`config.mk`:
```
export PLATFORM = sky130hd
export DESIGN_NAME = gpio_in_conditioner
export DESIGN_NICKNAME = d
export VERILOG_FILES = /design/src/rtl/gpio_cond_pkg.sv /design/src/rtl/sync_ff_chain.sv /design/src/rtl/gpio_in_conditioner.sv
export SDC_FILE = /design/constraint.sdc
export NUM_CORES = 1
export LEC_CHECK = 0
export BUFFER_PORTS_ARGS = -buffer_cell sky130_fd_sc_hd__buf_2
export CAP_MARGIN = 30
export CELL_PAD_IN_SITES_DETAIL_PLACEMENT = 0
export CELL_PAD_IN_SITES_GLOBAL_PLACEMENT = 1
export CORE_MARGIN = 5
export CORE_UTILIZATION = 41
export CTS_CLUSTER_SIZE = 10
export DETAILED_ROUTE_END_ITERATION = 10
export PLACE_DENSITY = 0.82
export SLEW_MARGIN = 5
export SYNTH_ARGS = -nofsm -noshare
export SYNTH_HDL_FRONTEND = slang
export SYNTH_SLANG_ARGS = --single-unit
```
`constraint.sdc`:
```
create_clock -name clk -period 2.2 [get_ports clk]
set_input_delay 0.55 -clock clk [delete_from_list [all_inputs] [get_ports clk]]
set_output_delay 0.55 -clock clk [all_outputs]
set_load 0.02 [all_outputs]
```
`src/rtl/gpio_cond_pkg.sv`:
```
// Shared types and default parameters for the GPIO input conditioner.
package gpio_cond_pkg;

  localparam int unsigned SYNC_STAGES_DEF   = 2;
  localparam int unsigned FILTER_CYCLES_DEF = 16;
  localparam int unsigned CNT_WIDTH_DEF     = 16;

  typedef enum logic [1:0] {
    STABLE_LOW  = 2'd0,
    PEND_HIGH   = 2'd1,
    STABLE_HIGH = 2'd2,
    PEND_LOW    = 2'd3
  } cond_state_e;

endpackage

```
`src/rtl/sync_ff_chain.sv`:
```
// Multi-flop synchronizer bringing an asynchronous bit into the clk domain.
module sync_ff_chain #(
  parameter int unsigned SYNC_STAGES = 2
) (
  input  logic clk,
  input  logic rst,
  input  logic d,
  output logic q
);

  logic [SYNC_STAGES-1:0] chain;

  always_ff @(posedge clk) begin
    if (rst) begin
      chain <= '0;
    end else begin
      chain <= {chain[SYNC_STAGES-2:0], d};
    end
  end

  assign q = chain[SYNC_STAGES-1];

endmodule

```
`src/rtl/gpio_in_conditioner.sv`:
```
// Synchronises and glitch-filters the ESP32 GPIO1 input; publishes a clean
// level, edge strobes and accepted-edge / rejected-glitch counters.
module gpio_in_conditioner
  import gpio_cond_pkg::*;
#(
  parameter int unsigned SYNC_STAGES   = SYNC_STAGES_DEF,
  parameter int unsigned FILTER_CYCLES = FILTER_CYCLES_DEF,
  parameter int unsigned CNT_WIDTH     = CNT_WIDTH_DEF
) (
  input  logic                 clk,
  input  logic                 rst,
  input  logic                 gpio_in,
  input  logic                 cnt_clr,
  output logic                 level_out,
  output logic                 rise_pulse,
  output logic                 fall_pulse,
  output logic [CNT_WIDTH-1:0] edge_count,
  output logic [CNT_WIDTH-1:0] glitch_count
);

  localparam int unsigned CW = $clog2(FILTER_CYCLES + 1);

  logic          s;
  cond_state_e   state, state_nxt;
  logic [CW-1:0] cnt, cnt_nxt;
  logic          rise_c, fall_c, glitch_c;

  sync_ff_chain #(
    .SYNC_STAGES(SYNC_STAGES)
  ) u_sync (
    .clk(clk),
    .rst(rst),
    .d  (gpio_in),
    .q  (s)
  );

  always_ff @(posedge clk) begin
    if (rst) begin
      state <= STABLE_LOW;
      cnt   <= '0;
    end else begin
      state <= state_nxt;
      cnt   <= cnt_nxt;
    end
  end

  // A new level must be seen for FILTER_CYCLES consecutive samples; the first
  // sample is the one that leaves the stable state.
  always_comb begin
    state_nxt = state;
    cnt_nxt   = cnt;
    rise_c    = 1'b0;
    fall_c    = 1'b0;
    glitch_c  = 1'b0;
    case (state)
      STABLE_LOW: begin
        if (s) begin
          if (FILTER_CYCLES == 1) begin
            state_nxt = STABLE_HIGH;
            rise_c    = 1'b1;
            cnt_nxt   = '0;
          end else begin
            state_nxt = PEND_HIGH;
            cnt_nxt   = CW'(1);
          end
        end
      end
      PEND_HIGH: begin
        if (!s) begin
          state_nxt = STABLE_LOW;
          glitch_c  = 1'b1;
          cnt_nxt   = '0;
        end else if (cnt == CW'(FILTER_CYCLES - 1)) begin
          state_nxt = STABLE_HIGH;
          rise_c    = 1'b1;
          cnt_nxt   = '0;
        end else begin
          cnt_nxt = cnt + CW'(1);
        end
      end
      STABLE_HIGH: begin
        if (!s) begin
          if (FILTER_CYCLES == 1) begin
            state_nxt = STABLE_LOW;
            fall_c    = 1'b1;
            cnt_nxt   = '0;
          end else begin
            state_nxt = PEND_LOW;
            cnt_nxt   = CW'(1);
          end
        end
      end
      PEND_LOW: begin
        if (s) begin
          state_nxt = STABLE_HIGH;
          glitch_c  = 1'b1;
          cnt_nxt   = '0;
        end else if (cnt == CW'(FILTER_CYCLES - 1)) begin
          state_nxt = STABLE_LOW;
          fall_c    = 1'b1;
          cnt_nxt   = '0;
        end else begin
          cnt_nxt = cnt + CW'(1);
        end
      end
      default: begin
        state_nxt = STABLE_LOW;
        cnt_nxt   = '0;
      end
    endcase
  end

  always_ff @(posedge clk) begin
    if (rst) begin
      level_out  <= 1'b0;
      rise_pulse <= 1'b0;
      fall_pulse <= 1'b0;
    end else begin
      if (rise_c) begin
        level_out <= 1'b1;
      end else if (fall_c) begin
        level_out <= 1'b0;
      end
      rise_pulse <= rise_c;
      fall_pulse <= fall_c;
    end
  end

  // Edge counter wraps; clear takes priority over a same-cycle increment.
  always_ff @(posedge clk) begin
    if (rst || cnt_clr) begin
      edge_count <= '0;
    end else if (rise_c || fall_c) begin
      edge_count <= edge_count + CNT_WIDTH'(1);
    end
  end

  // Glitch counter saturates at all-ones.
  always_ff @(posedge clk) begin
    if (rst || cnt_clr) begin
      glitch_count <= '0;
    end else if (glitch_c && (glitch_count != '1)) begin
      glitch_count <= glitch_count + CNT_WIDTH'(1);
    end
  end

endmodule

```
==> results.txt, run 1 <==
----------------------------------------------------
[Global routing]
  Overall fraction of global-route tracks in use ... 15.5%
  First-pass GRT wire length ... 9190 µm
  Initial antenna violation count ... 0
  Pin count of the biggest net entering global routing ... 27
  Total gr overflow ... 0
  Number of global-route vias before repair ... a little under 2000

[Synthesis]
  Adder-Cell Fraction of Synth Area ... 1.72%
  Synth Net Count ... between 200 and 300
  Simple-Gate Fraction of Synth Area ... a little under a third
  Sequential fraction of the synthesis area ... 40.4%
  Count leader, synth ... dfxtp_1
  Largest family of logic cells by synthesized area ... simple AND/OR/NAND/NOR gates
  Proportion of synthesized flip-flops having asynchronous set or reset ... 0%
  Cell area after synthesis ... 2180 µm²
  Warning count from the yosys run ... 0
  Gate count after technology mapping ... roughly 250
  Mux cell area share after synthesis ... less than 1%
  Fraction of synthesized cell area taken by the top area cell type ... 40.4%
  Post-Synthesis Mean Instance Area ... 8.58 µm²
  Cell taking the most area after synthesis ... dfxtp_1
  Number of enable flip-flop cells after synthesis ... 0
  Flip-flop and latch count after synthesis ... 44
  Post-synthesis xor/xnor area fraction ... between 3 and 4%
  Commonest cells post-synth ... dfxtp_1, a21oi_1, nand2_1
  Most frequently used flop master after synthesis ... dfxtp_1
  Complex-gate fraction of the synthesized area ... approximately 18%
  Number of different library cells in the post-synthesis netlist ... 44
  Largest cells by area after synthesis ... dfxtp_1, a21oi_1, nand4_1

[Finish]
  Share of layout cells above drive strength 1 ... 21.8%
  Final net count ... roughly 300
  Number of diodes ... 0
  Post-route design area ... ~2600 µm²
  P&R area growth vs syn ... 18.5%
  Layout Utilization ... 50.2%

[Clock network]
  H-tree levels ... 2
  Count of hold buffers inserted by post-cts repair ... 0
  Setup bufs post-CTS ... 0
  Worst-path clk slew ... around 0.09 ns
  Maximum buffer depth of the clock tree ... 2
  Clock tree from TritonCTS ... built
  Resized cells post-CTS ... 0
  Clock latency reported for the late side of the worst-skew pair ... a little under 0.3 ns
  Inserted Clock Buffers ... 5
  Clock Tree Root ... clkbuf_8
  Clock sink count ... between 40 and 50

[Setup path]
  Data required time of the critical path ... 2.43 ns
  Peak per-stage delay on the critical path ... 0.53 ns
  Category of cells accounting for the largest share of critical-path delay ... simple AND/OR/NAND/NOR gates
  Cell type of the slowest stage on the worst timing path ... or4b_1
  Count of cells along the worst register-to-register path ... 5
  Logic depth of the worst setup path including buffers ... 5
  Worst Setup Start Kind ... flip-flop
  CP endpoint kind ... flip-flop
  CP Class ... flip-flop to flip-flop
  Cells traversed along the worst timing path ... ha_1, and4b_1, nand3_2, or4b_1, a21oi_1
  Buf+Inv Stages, Crit Path ... 0
  Max Fanout on Critical Path ... 7
  Arrival time at the worst endpoint ... around 2.1 ns

[Status]
  Result of the run ... finished clean

[Placed design]
  Post-detailed-placement cell area ... between 2000 and 2500 µm²
  HPWL after detailed placement ... about 3800 µm
  Routability cong. ... about 0.79
  Buffers added on ports ... 38

[Timing]
  Setup repair after global routing missed its margin ... false
  Rel. slew slack ... ~64%
  Worst-Margin Slew ... between 0.5 and 0.6 ns
  Number of setup violations in the final report ... 0
  Setup_tns ... 0 ns
  Final hold violation count ... 0
  Count of pins over their slew limit ... 0
  Minimum clock period ... ~1.9 ns
  Setup Skew ... a little under 0.006 ns
  Crit share post-route ... roughly 85%
  Fmax ... ~540 MHz

[Floorplan]
  Width of the die ... around 83 µm
  Die boundary height ... approximately 83 µm
  Area of the core ... approximately 5000 µm²
  Number of rows in the core area ... 26
  Effective utilization at floorplan ... 42.4%
  I/O pin count ... 39
  Full die area ... roughly 6900 µm²

[Route]
  Vias per cell ... approximately 5.6
  Drt first-iter violations ... 73
  # DRC ... 0
  Via Count ... slightly above 2000
  Wire length reported by the detailed router ... around 5400 µm
  Post-DRT Antenna Nets ... 0
  WL per Instance ... 14.6 µm
  Drt pass-1 iters ... 4

[Power]
  Sequential fraction of design power ... between 50% and 60%
  Int Power ... approximately 1.1 mW
  Peak supply drop ... between 0.3 and 0.4 mV
  Cell Pwr Density ... 566 nW/µm²
  Power, Total ... between 1 and 1.5 mW
  Net switching fraction of the power ... around a fifth
  Net switching power ... just over 300 µW
  Leakage power total ... 0.922 nW
  Relative contribution of the clock network to total power ... a little over two fifths
  Combinational fraction of design power ... ~2.8%

[Job]
  Max-Cap Viols ... 0

[Min path]
  Min-delay worst type ... flip-flop to flip-flop
  WHS Path Cells ... 1

----------------------------------------------------
-- metrics by stage --
step / setup slack (ns) / instances / hold WS, ns
floorplan: 0.446 / 254 / 0.414
global placement: 0.450 / 360 / 0.421
detailed placement: 0.394 / 360 / 0.446
CTS: 0.369 / 368 / 0.463
global route: 0.211 / 368 / 0.470
finish: 0.339 / 368 / 0.455
-- worst paths after layout --
| check | from | endpoint | slack (ns) |
|---|---|---|---|
| worst max-delay path | cnt[0] | edge_count[12] | 0.34 |
| worst min-delay path | u_sync.chain[0] | u_sync.chain[1] | 0.46 |
| worst max register to register | cnt[0] | edge_count[12] | 0.34 |
| worst min register to register | u_sync.chain[0] | u_sync.chain[1] | 0.46 |
-- registers in the layout, indices dropped and copies added (netlist names), named ones only --
name,cells
edge_count,16
u_sync.chain,2
state,1
fall_pulse,1
glitch_count,16
rise_pulse,1
level_out,1
cnt,5
-- cell families after synthesis --
kind of cell | Yosys count
adders and majority gates | 3
AOI/OAI and AO/OA | 59
and+or+nand+nor | 118
DFF | 44
muxes | 1
xor gates and xnor gates | 7
buffers and inverters | 22
-- metal layers --
layer	track usage (%)	vias to the layer above	wire (µm)
li1	-	1067	-
met4	4.01	0	26
met2	25.2	48	2540
met3	3.86	2	245
met1	20.4	958	2580
met5	0	-	0
-- cell usage in the layout (no fill, tap or decap), drive strengths merged, types with 2 or more instances in the layout --
cell type | Yosys | final
buf | 2 | 46
dfxtp | 44 | 44
a21oi | 23 | 23
nand2 | 18 | 18
nand4 | 18 | 18
inv | 12 | 12
nor2 | 12 | 12
nand3 | 11 | 11
nor3 | 9 | 9
or3 | 8 | 8
and4 | 7 | 7
or4 | 7 | 7
a31o | 7 | 7
o41ai | 7 | 7
o31ai | 6 | 6
and3 | 6 | 6
o21ai | 6 | 6
nor4 | 6 | 6
clkbuf | 8 | 6
and2 | 4 | 4
xor2 | 4 | 4
o311ai | 3 | 3
ha | 3 | 3
xnor2 | 3 | 3
nand3b | 2 | 2
nor4b | 2 | 2
a31oi | 2 | 2
nor3b | 2 | 2
o211ai | 2 | 2
nor2b | 2 | 2
-- power by group through the flow --
stage	logic, mW	clock network, mW	registers (mW)
CTS	0.0416	0.634	0.803
global route	0.0452	0.660	0.804
floorplan	0.0253	0	0.821
global placement	0.0409	0	0.821
detailed placement	0.0415	0	0.822
finish	0.0413	0.616	0.803
-- layout make-up --
| type | instances | area, µm² |
|---|---|---|
| Multi-Input combinational cell | 188 | 1210 |
| Timing Repair Buffer | 46 | 250 |
| Fill cell | 556 | 2560 |
| Sequential cell | 44 | 881 |
| Clock inverter | 2 | 35.0 |
| Tap cell | 70 | 87.6 |
| Inverter | 12 | 45.0 |
| Clock buffer | 6 | 72.6 |
No activity file was read; power rests on OpenSTA's default activity.
==> run 2: changes to the inputs <==
- clock period: 2.2 -> 1.9 ns (I/O delays scaled with it)
==> results.txt, run 2 (same netlist as run 1, synthesis figures left out) <==
----------------------------------------------------
[Placed design]
  Placed insts ... around 370
  HPWL after detailed placement ... 3760 µm
  Buffers added on ports ... 38
  Routability cong. ... approximately 0.8
  Post-detailed-placement cell area ... about 2500 µm²

[Clock network]
  Clock tree from TritonCTS ... built
  H-tree levels ... 2
  Clock latency reported for the late side of the worst-skew pair ... approximately 0.30 ns
  Clock Tree Root ... clkbuf_8
  Worst-path clk slew ... 0.09 ns
  Clock sink count ... 44
  Inserted Clock Buffers ... 5
  Maximum buffer depth of the clock tree ... 2
  Count of hold buffers inserted by post-cts repair ... 0

[Status]
  Result of the run ... finished clean

[Setup path]
  Data required time of the critical path ... 2.14 ns
  Worst Setup Start Kind ... flip-flop
  Arrival time at the worst endpoint ... between 2 and 2.5 ns
  CP Class ... flip-flop to flip-flop
  Max Fanout on Critical Path ... 7
  CP endpoint kind ... flip-flop

[Timing]
  Smallest hold slack ... slightly below 0.4 ns
  Number of setup violations in the final report ... 0
  Crit share post-route ... between 90% and 100%
  Worst-Margin Slew ... between 0.4 and 0.5 ns
  Final hold violation count ... 0
  Setup repair after global routing missed its margin ... false
  Setup Skew ... approximately 0.012 ns
  Rel. slew slack ... 68.6%
  Fmax ... 565 MHz
  Count of pins over their slew limit ... 0
  Setup_tns ... 0 ns
  Minimum clock period ... between 1.5 and 2 ns

[Finish]
  Post-route design area ... about 2600 µm²
  Largest regs ... edge_count (16), glitch_count (16), cnt (5)
  P&R area growth vs syn ... 21.6%
  Most frequent cells in the layout ... dfxtp_1, buf_2, a21oi_1, nand2_1, nand4_1
  Final net count ... 309
  Final std cells w/o fill ... 373
  Layout Utilization ... just over 50%
  Share of layout cells above drive strength 1 ... roughly a quarter
  Most common library cell in the layout ignoring fill and taps ... dfxtp_1
  Number of diodes ... 0

[Global routing]
  Initial antenna violation count ... 0
  Overall fraction of global-route tracks in use ... ~15%
  Number of global-route vias before repair ... about 1900
  Pin count of the biggest net entering global routing ... 27
  First-pass GRT wire length ... 9070 µm
  Total gr overflow ... 0

[Route]
  Post-DRT Antenna Nets ... 0
  Total length of routed met3 wires ... between 200 and 250 µm
  Wire length reported by the detailed router ... about 5300 µm
  Max layer used ... met4
  Via Count ... 2133
  Amount of wire on met2 after detailed routing ... between 2000 and 2500 µm
  Met1 layer wirelength in the final routing ... 2550 µm
  WL per Instance ... between 10 and 15 µm
  # DRC ... 0
  Vias per cell ... 5.72
  Drt pass-1 iters ... 4
  Drt first-iter violations ... approximately 110

[Floorplan]
  Area of the core ... around 5100 µm²
  Width of the die ... between 80 and 90 µm
  Full die area ... slightly below 7000 µm²
  Effective utilization at floorplan ... between 40 and 50%
  I/O pin count ... 39
  Number of rows in the core area ... 26
  Die boundary height ... a little over 80 µm

[Power]
  Cell Pwr Density ... approximately 660 nW/µm²
  Leakage power total ... around 0.95 nW
  Peak supply drop ... about 0.45 mV

[Job]
  Max-Cap Viols ... 0

[Min path]
  Min-delay worst type ... primary input to flip-flop

----------------------------------------------------
## run 2: power breakdown
group,total [mW],leakage (nW),switching (mW),internal [mW]
Combinational,0.0495,0.533,0.0332,0.0163
Sequential,0.929,0.355,0.00368,0.925
Clock,0.764,0.0614,0.334,0.430
## run 2: per-layer routing
layer,vias up,track usage (%)
met5,-,0
met4,0,4.01
met3,7,3.86
met2,44,24.1
met1,1008,21.1
li1,1074,-
## run 2: worst max-delay path, cell delays in order, from the launching register on
cell and delay [ns]:
dfxtp_1 0.38, ha_2 0.22, and4b_2 0.30, nand3_2 0.15
or4b_1 0.52, a21oi_1 0.15
## run 2: stage by stage
stage	setup WS [ns]	power, mW
2_1_floorplan	0.146	0.980
3_3_place_gp	0.152	0.999
6_report	0.129	1.74
3_5_place_dp	0.0907	1.00
5_1_grt	0.000781	1.81
4_1_cts	0.0707	1.76
## run 2: final timing paths
check             slack (ns)  cells after the start         endpoint            start
setup reg to reg        0.13                      5   edge_count[12]           cnt[0]
hold reg to reg         0.45                      1  u_sync.chain[1]  u_sync.chain[0]
setup / recovery        0.13                      5   edge_count[12]           cnt[0]
hold / removal          0.39                      2  u_sync.chain[0]          gpio_in
## run 2: cell type report
| class | instances | area (µm²) |
|---|---|---|
| flip-flops and latches | 44 | 881 |
| inverters | 12 | 45.0 |
| clock buffers | 6 | 82.6 |
| fillers | 544 | 2490 |
| multi-input cells | 188 | 1210 |
| clock inverters | 2 | 38.8 |
| repair buffers | 51 | 300 |
| well taps | 70 | 87.6 |
## run 2: what timing repair did
item                                    4_1_cts  5_1_grt
endpoints found under the hold margin         0        0
endpoints found under the setup margin        0        4
resized for setup                             0        2
setup buffers                                 0        0
==> run 3: changes to the inputs <==
- CTS_CLUSTER_DIAMETER: unset -> 200
- SETUP_SLACK_MARGIN: unset -> 0.3
- clock period: 1.9 -> 1.8 ns (I/O delays scaled with it)
==> results.txt, run 3 (same netlist as run 1, synthesis figures left out) <==
----------------------------------------------------
[Power]
  Leakage power total ... around 1.2 nW
  Combinational fraction of design power ... approximately 4.0%
  Int Power ... roughly 1.4 mW
  Sequential fraction of design power ... a little over half
  Cell Pwr Density ... about 550 nW/µm²
  Relative contribution of the clock network to total power ... approximately 43%
  Net switching power ... ~390 µW
  Peak supply drop ... 0.324 mV
  Power, Total ... between 1.5 and 2 mW
  Net switching fraction of the power ... a little over a fifth

[Timing]
  Fmax ... approximately 620 MHz
  Number of setup violations in the final report ... 0
  Minimum clock period ... approximately 1.6 ns
  Crit share post-route ... about nine tenths
  Final hold violation count ... 0
  Setup_tns ... 0 ns
  Count of pins over their slew limit ... 0
  Rel. slew slack ... between 50% and 60%
  Worst-Margin Slew ... 0.642 ns
  Setup Skew ... a little under 0.008 ns
  Setup repair after global routing missed its margin ... true

[Setup path]
  Max Fanout on Critical Path ... 16
  CP Class ... flip-flop to flip-flop
  CP endpoint kind ... flip-flop
  Worst Setup Start Kind ... flip-flop
  R2R Setup Slk ... 0.19 ns
  Arrival time at the worst endpoint ... approximately 1.8 ns
  Cells traversed along the worst timing path ... ha_4, and4b_2, buf_4, and3_4, buf_12, a31o_2, a21oi_1
  Peak per-stage delay on the critical path ... about 0.34 ns
  Data required time of the critical path ... 2.03 ns
  Cell type of the slowest stage on the worst timing path ... dfxtp_2

[Clock network]
  Clock tree from TritonCTS ... built
  Inserted Clock Buffers ... 5
  Clock Tree Root ... clkbuf_8
  Maximum buffer depth of the clock tree ... 2
  H-tree levels ... 2
  Clock latency reported for the late side of the worst-skew pair ... approximately 0.30 ns
  Clock sink count ... 44
  Worst-path clk slew ... 0.08 ns
  Count of hold buffers inserted by post-cts repair ... 0

[Floorplan]
  Width of the die ... approximately 83 µm
  Number of rows in the core area ... 26
  Full die area ... ~6900 µm²
  Die boundary height ... around 83 µm
  Effective utilization at floorplan ... 42.4%
  Area of the core ... ~5100 µm²
  I/O pin count ... 39

[Job]
  Max-Cap Viols ... 0

[Global routing]
  Total gr overflow ... 0
  Met3 routing resource usage after global routing ... about 4%
  Overall fraction of global-route tracks in use ... 16.9%
  Initial antenna violation count ... 0
  Global routing met1 resource utilization ... 20.8%
  First-pass GRT wire length ... ~9800 µm
  Pin count of the biggest net entering global routing ... 27
  Met2 global-route usage ... between 20% and 30%
  Number of global-route vias before repair ... between 2000 and 2500
  Layer with the highest usage after global routing ... met2

[Finish]
  Final net count ... 340
  Most frequent cells in the layout ... buf_2, buf_4, a21oi_1, dfxtp_1, nand4_1
  Share of layout cells above drive strength 1 ... 48.2%
  Number of diodes ... 0
  Most common library cell in the layout ignoring fill and taps ... buf_2
  Post-route design area ... roughly 3300 µm²
  Largest regs ... edge_count (16), glitch_count (16), cnt (5)
  P&R area growth vs syn ... 50.8%

[Placed design]
  HPWL after detailed placement ... around 3800 µm
  Routability cong. ... a little under 0.8
  Post-detailed-placement cell area ... 2630 µm²
  Buffers added on ports ... 38

[Route]
  Post-DRT Antenna Nets ... 0
  Via Count ... 2335
  Vias per cell ... 5.78
  Drt pass-1 iters ... 4
  Wire length reported by the detailed router ... approximately 6300 µm
  Drt first-iter violations ... around 120
  # DRC ... 0
  WL per Instance ... 15.6 µm

[Min path]
  Min-delay worst type ... primary input to flip-flop

[Status]
  Result of the run ... finished clean

----------------------------------------------------
run 3: cell count changes in the layout (fill, tap and decap cells not counted), moves of 7 or more:
| cell | previous run | this run |
|---|---|---|
| buf_4 | 12 | 37 |
| dfxtp_1 | 44 | 21 |
| dfxtp_4 | 0 | 14 |
| dfxtp_2 | 0 | 9 |
| o41ai_1 | 7 | 0 |
run 3: final cells by class:
cell class              instances  area (µm²)
clock inverters                 2        33.8
multi-input cells             189        1540
flip-flops and latches         44         945
repair buffers                 81         544
clock buffers                   6        82.6
well taps                      70        87.6
inverters                      12        48.8
fillers                       470        1850
run 3: path summary, 6_finish.rpt:
kind	from	end	cells past startpoint
worst max-delay path	cnt[0]	edge_count[8]	7
worst min-delay path	gpio_in	u_sync.chain[0]	2
worst max register to register	cnt[0]	edge_count[8]	7
worst min register to register	u_sync.chain[0]	u_sync.chain[1]	1
run 3: repair_timing:
action                                  in CTS  in global routing
endpoints found under the setup margin      27                 30
resized for setup                           12                 50
pin swaps                                   11                 24
gates cloned                                 1                  1
setup buffers                               13                 18
endpoints found under the hold margin        0                  0
run 3: power by group through the flow:
stage               Combinational [mW]  Clock (mW)  Sequential (mW)
floorplan                       0.0338           0            0.998
global placement                0.0524           0            0.998
detailed placement              0.0526           0            0.998
CTS                             0.0623       0.810            0.971
global route                    0.0795       0.846            0.963
finish                          0.0726       0.784            0.962
run 3: worst max-delay path, delay by kind of cell, from the launching register on:
family / cells / cell delay (ns)
flops: 1 / 0.34
compound gates: 2 / 0.34
simple gates: 2 / 0.40
buf+inv: 2 / 0.29
fa+ha+maj: 1 / 0.15
run 3: metrics by stage:
stage	instances	util [%]	hold slack, ns	worst slack (ns)
floorplan	254	-	0.412	0.261
global placement	363	51.2	0.417	0.160
detailed placement	363	51.2	0.427	0.111
CTS	385	56.7	0.350	0.220
global route	404	63.9	0.369	0.131
finish	404	63.9	0.361	0.192
run 3: metal layers:
layer	wire (µm)	part of all wire, %	vias up
met5	0	0	-
met4	53	0.84	0
met3	275	4.4	6
met2	3130	50	61
met1	2830	45	1122
li1	-	-	1146
